<file path="src/rtl/nios_qsys_cpu_0_oci_dct_ctrl.sv">
// OCI direct-branch compressed trace sequencer: packs 2-bit branch codes and emits 36-bit trace frames.
// Optional feature macro DCT_DROP_EN: never stall the CPU, count dropped codes instead.
module nios_qsys_cpu_0_oci_dct_ctrl #(
  parameter int         CODE_W   = 2,
  parameter int         BUF_W    = 30,
  parameter int         CNT_W    = 4,
  parameter logic [1:0] TAG_FULL = 2'b10,
  parameter logic [1:0] TAG_FLSH = 2'b11
) (
  input  logic                     clk,
  input  logic                     reset,
  input  logic                     trace_en,
  input  logic                     br_valid,
  input  logic [CODE_W-1:0]        br_code,
  output logic                     br_ready,
  input  logic                     flush_req,
  output logic                     out_valid,
  output logic [2+CNT_W+BUF_W-1:0] out_data,
  input  logic                     out_ready,
  output logic [BUF_W-1:0]         dct_buffer,
  output logic [CNT_W-1:0]         dct_count,
  output logic [7:0]               drop_count
);

  localparam logic [CNT_W-1:0] MAX_CNT = CNT_W'(BUF_W / CODE_W);

  typedef enum logic [1:0] {
    IDLE    = 2'd0,
    COLLECT = 2'd1,
    FULL    = 2'd2,
    DRAIN   = 2'd3
  } state_t;

  state_t state;
  logic   flush_pend;
  logic   trace_en_q;
  logic   slot_free;
  logic   full;
  logic   blocked;
  logic   take;
  logic   launch;
  logic   flush_evt;

  always_comb begin
    slot_free = ~out_valid | out_ready;
    full      = (dct_count == MAX_CNT);
    blocked   = full & ~slot_free;
`ifdef DCT_DROP_EN
    br_ready  = trace_en & (state != DRAIN);
`else
    br_ready  = trace_en & (state != DRAIN) & ~blocked;
`endif
    // A code offered while blocked is either stalled or (drop build) discarded.
    take      = br_valid & br_ready & ~blocked;
    launch    = slot_free & (full | (flush_pend & (dct_count != '0)));
    flush_evt = flush_req | (trace_en_q & ~trace_en);
  end

  always_ff @(posedge clk) begin
    if (reset) begin
      dct_buffer <= '0;
      dct_count  <= '0;
      out_valid  <= 1'b0;
      out_data   <= '0;
      flush_pend <= 1'b0;
      trace_en_q <= 1'b0;
      state      <= IDLE;
    end else begin
      trace_en_q <= trace_en;

      if (launch) begin
        out_data   <= {(full ? TAG_FULL : TAG_FLSH), dct_count, dct_buffer};
        out_valid  <= 1'b1;
        // Same-cycle accept lands in the freshly cleared buffer.
        dct_buffer <= take ? BUF_W'(br_code) : '0;
        dct_count  <= take ? CNT_W'(1) : '0;
      end else begin
        if (out_ready)
          out_valid <= 1'b0;
        if (take) begin
          dct_buffer <= {dct_buffer[BUF_W-CODE_W-1:0], br_code};
          dct_count  <= dct_count + CNT_W'(1);
        end
      end

      // An empty buffer satisfies a pending flush without emitting a frame.
      flush_pend <= flush_evt | (flush_pend & ~launch & (dct_count != '0));

      case (state)
        IDLE:    if (trace_en) state <= COLLECT;
        COLLECT: if (!trace_en) state <= DRAIN;
                 else if (blocked) state <= FULL;
        FULL:    if (!trace_en) state <= DRAIN;
                 else if (slot_free) state <= COLLECT;
        DRAIN:   if ((dct_count == '0) && !out_valid) state <= IDLE;
        default: state <= IDLE;
      endcase
    end
  end

`ifdef DCT_DROP_EN
  always_ff @(posedge clk) begin
    if (reset)
      drop_count <= '0;
    else if (br_valid && br_ready && blocked && (drop_count != 8'hFF))
      drop_count <= drop_count + 8'd1;
  end
`else
  assign drop_count = '0;
`endif

endmodule
</file>
<file path="config.mk">
export PLATFORM = sky130hd
export DESIGN_NAME = nios_qsys_cpu_0_oci_dct_ctrl
export DESIGN_NICKNAME = d
export VERILOG_FILES = /design/src/rtl/nios_qsys_cpu_0_oci_dct_ctrl.sv
export SDC_FILE = /design/constraint.sdc
export NUM_CORES = 1
export LEC_CHECK = 0
export ABC_AREA = 1
export BUFFER_PORTS_ARGS = -buffer_cell sky130_fd_sc_hd__buf_2
export CAP_MARGIN = 20
export CORE_MARGIN = 4
export CORE_UTILIZATION = 42
export CTS_CLUSTER_SIZE = 30
export DETAILED_ROUTE_END_ITERATION = 10
export PLACE_DENSITY_LB_ADDON = 0.3
export REMOVE_ABC_BUFFERS = 1
export SLEW_MARGIN = 0
export SYNTH_ARGS = -nofsm -noshare
export SYNTH_HDL_FRONTEND = slang
export SYNTH_SLANG_ARGS = --single-unit
</file>
<file path="constraint.sdc">
create_clock -name clk -period 3.8 [get_ports clk]
set_input_delay 0.38 -clock clk [delete_from_list [all_inputs] [get_ports clk]]
set_output_delay 0.38 -clock clk [all_outputs]
set_load 0.05 [all_outputs]
</file>
==> flow_summary.ini <==
[outcome]
outcome = complete, no violations

[floorplanning]
die_area_mm2 = 0.008397
num_io_pins = 88
initial_core_util_pct = 43.24
die_h_um = 91.64
fp.dieW_um = 91.64
core_mm2 = 0.006794
num_rows = 30

[clock_network]
clockBufferDepth = 2
h-tree-depth = 3
cts.sinks = 75
clk_pin_slew_ns = 0.08
cts_made_buffers = 9
cts_tree = done
cts_resized = 0
cts_hold_buf = 0
cts_setup_buffers = 0
root_buffer = clkbuf_8
clkLatencyLatePin_ns = 0.35

[worst_setup_path]
worst_path_most_repeated_cell = inv_2
cp_max_fo = 80
crit_buf_inv = 3
slowest_stage = inv_2
crit_family = buffers and inverters
crit_required_ns = 4.07
worst_setup_path_end_kind = register
worstSetupStartpointType = register
path_cells = ha_1 > inv_1 > nor2_2 > inv_2 > nand2_2 > nand2_4 > inv_2 > nor2_1 > a21oi_1
path_class = register to register
critPathArrivalTime_ns = 2.67
max_stage_delay_ns = 0.65

[synth]
ys_ff_latch = 75
netlist_area_mm2 = 0.002938
seq_area_frac_synth_pct = 51.11
synthCells = 379
yosys_warnings = 0
ys_types = 23
synth_area_per_cell_um2 = 7.751

[timing]
setup_viol = 0
timing.hold.ws_ns = 0.3030
timing.final.ws_setup_ns = 1.405
fin_setup_tns_ns = 0
maxSlewViolCount = 0
fin_crit_ns = 2.395
hold_viol_final = 0
post-route-period-util_pct = 63.04
finClkSkew_ns = 0.006762
tightestPinTransition_ns = 0.6993
rsz0062_at_grt = no
fmax_mhz = 417.5
relSlewSlack_pct = 53.38

[min_path]
min_path_type = input port to register

[run]
drv_cap = 0

[power_and_ir_drop]
peakVddDrop_uv = 215.7
power.density_mw_per_mm2 = 516.3
p_leak_nw = 1.573

[routing]
via_per_inst = 4.738
drc_errors = 0
firstDrtPassIters = 4
drtIter0Drc = 96
ant_nets = 0
vias = 2587
wire_per_inst_um = 12.09
wl_um = 6601

[final_layout]
drive_gt1_share_pct = 23.56
fin_area_mm2 = 0.003533
areaGrowthSynthToFinish_pct = 20.27
postLayoutCoreUtil_pct = 52.01
nNetsFinal = 455
final_cell_mix = 85 x nor2_1, 79 x buf_2, 75 x dfxtp_1
final_common_cell = nor2_1
diodes = 0

[placement]
place_ws_ns = 1.394
port_buffers = 79
gp_congestion = 0.7528
placedInstanceArea_mm2 = 0.003278
dp_hpwl_um = 4138

[grt]
grt_pass1_wl_um = 11000
grt_overflow = 0
grtUsageTotal_pct = 16.28
grt_pass1_vias = 2377
grt_max_degree = 81
antenna_found_initial = 0
synthesized netlist by cell type:
cell type,count,share of area [%]
a21oi_1,34,5.8
buf_1,1,0.13
buf_2,8,1.4
buf_4,13,3.3
buf_6,3,1.1
clkbuf_1,7,0.89
conb_1,1,0.13
dfxtp_1,75,51
ha_1,2,0.85
inv_1,14,1.8
inv_2,3,0.38
nand2_1,35,4.5
nand2_2,2,0.43
nand2_4,1,0.38
nand3_1,46,7.8
nand3_4,1,0.60
nand4_1,1,0.21
nor2_1,85,11
nor2_2,3,0.64
nor3_1,1,0.17
o21ai_0,34,5.8
o21ai_1,7,1.2
o21bai_1,2,0.51
cell families after synthesis:
kind of cell | count (synthesis) | share of synthesized area (%)
AOI/OAI and AO/OA | 77 | 13.29
adders and majority gates | 2 | 0.8517
buffers and inverters | 49 | 9.029
DFF | 75 | 51.11
other | 1 | 0.1276
and+or+nand+nor | 175 | 25.60
where the power goes:
part           internal (W)  total, W  leakage (nW)  switching, W
Combinational     0.0000558  0.000258         0.844      0.000202
Clock              0.000435  0.000730         0.119      0.000295
Sequential         0.000816  0.000837         0.609     0.0000206
cell type report:
cell class,instances,area (µm²)
Timing Repair Buffer,80,410.4
Inverter,17,63.81
Clock inverter,7,116.4
Fill cell,680,3261
Tap cell,96,120.1
Multi-Input combinational cell,262,1197
Clock buffer,9,123.9
Sequential cell,75,1501
path summary, 6_finish.rpt:
| check | startpoint | to | slack (ns) | depth (start not counted) |
|---|---|---|---|---|
| setup reg to reg | dct_count[0] | out_data[10] | 1.40 | 9 |
| setup / recovery | dct_count[0] | out_data[10] | 1.40 | 9 |
| hold reg to reg | out_data[34] | out_data[34] | 0.47 | 2 |
| hold / removal | br_code[0] | dct_buffer[0] | 0.30 | 3 |
flip-flops by register name, summed over array words and instances, names as in the netlist:
register and flops:
state 2, trace_en_q 1, out_data 36, dct_count 4
dct_buffer 30, flush_pend 1, out_valid 1
worst register-to-register path, cell delays in order (launching register included):
cell and delay, ns:
dfxtp_1 0.46, ha_1 0.22, inv_1 0.07, nor2_2 0.15, inv_2 0.06, nand2_2 0.09, nand2_4 0.37, inv_2 0.67
nor2_1 0.09, a21oi_1 0.15
per-layer routing:
metal  part of all wire, %  track usage (%)  vias up
li1                      -                -     1357
met1                    46            20.03     1150
met2                    45            26.23       72
met3                   6.8            5.496        8
met4                   1.7            6.281        0
met5                     0                0        -
stage by stage:
| stage | total power, W | cells |
|---|---|---|
| global placement | 0.001107 | 529 |
| CTS | 0.001843 | 545 |
| detailed placement | 0.001112 | 529 |
| finish | 0.001824 | 546 |
| global route | 0.001903 | 546 |
| floorplan | 0.001051 | 354 |
Note: power is estimated with default switching activity, not from simulation.
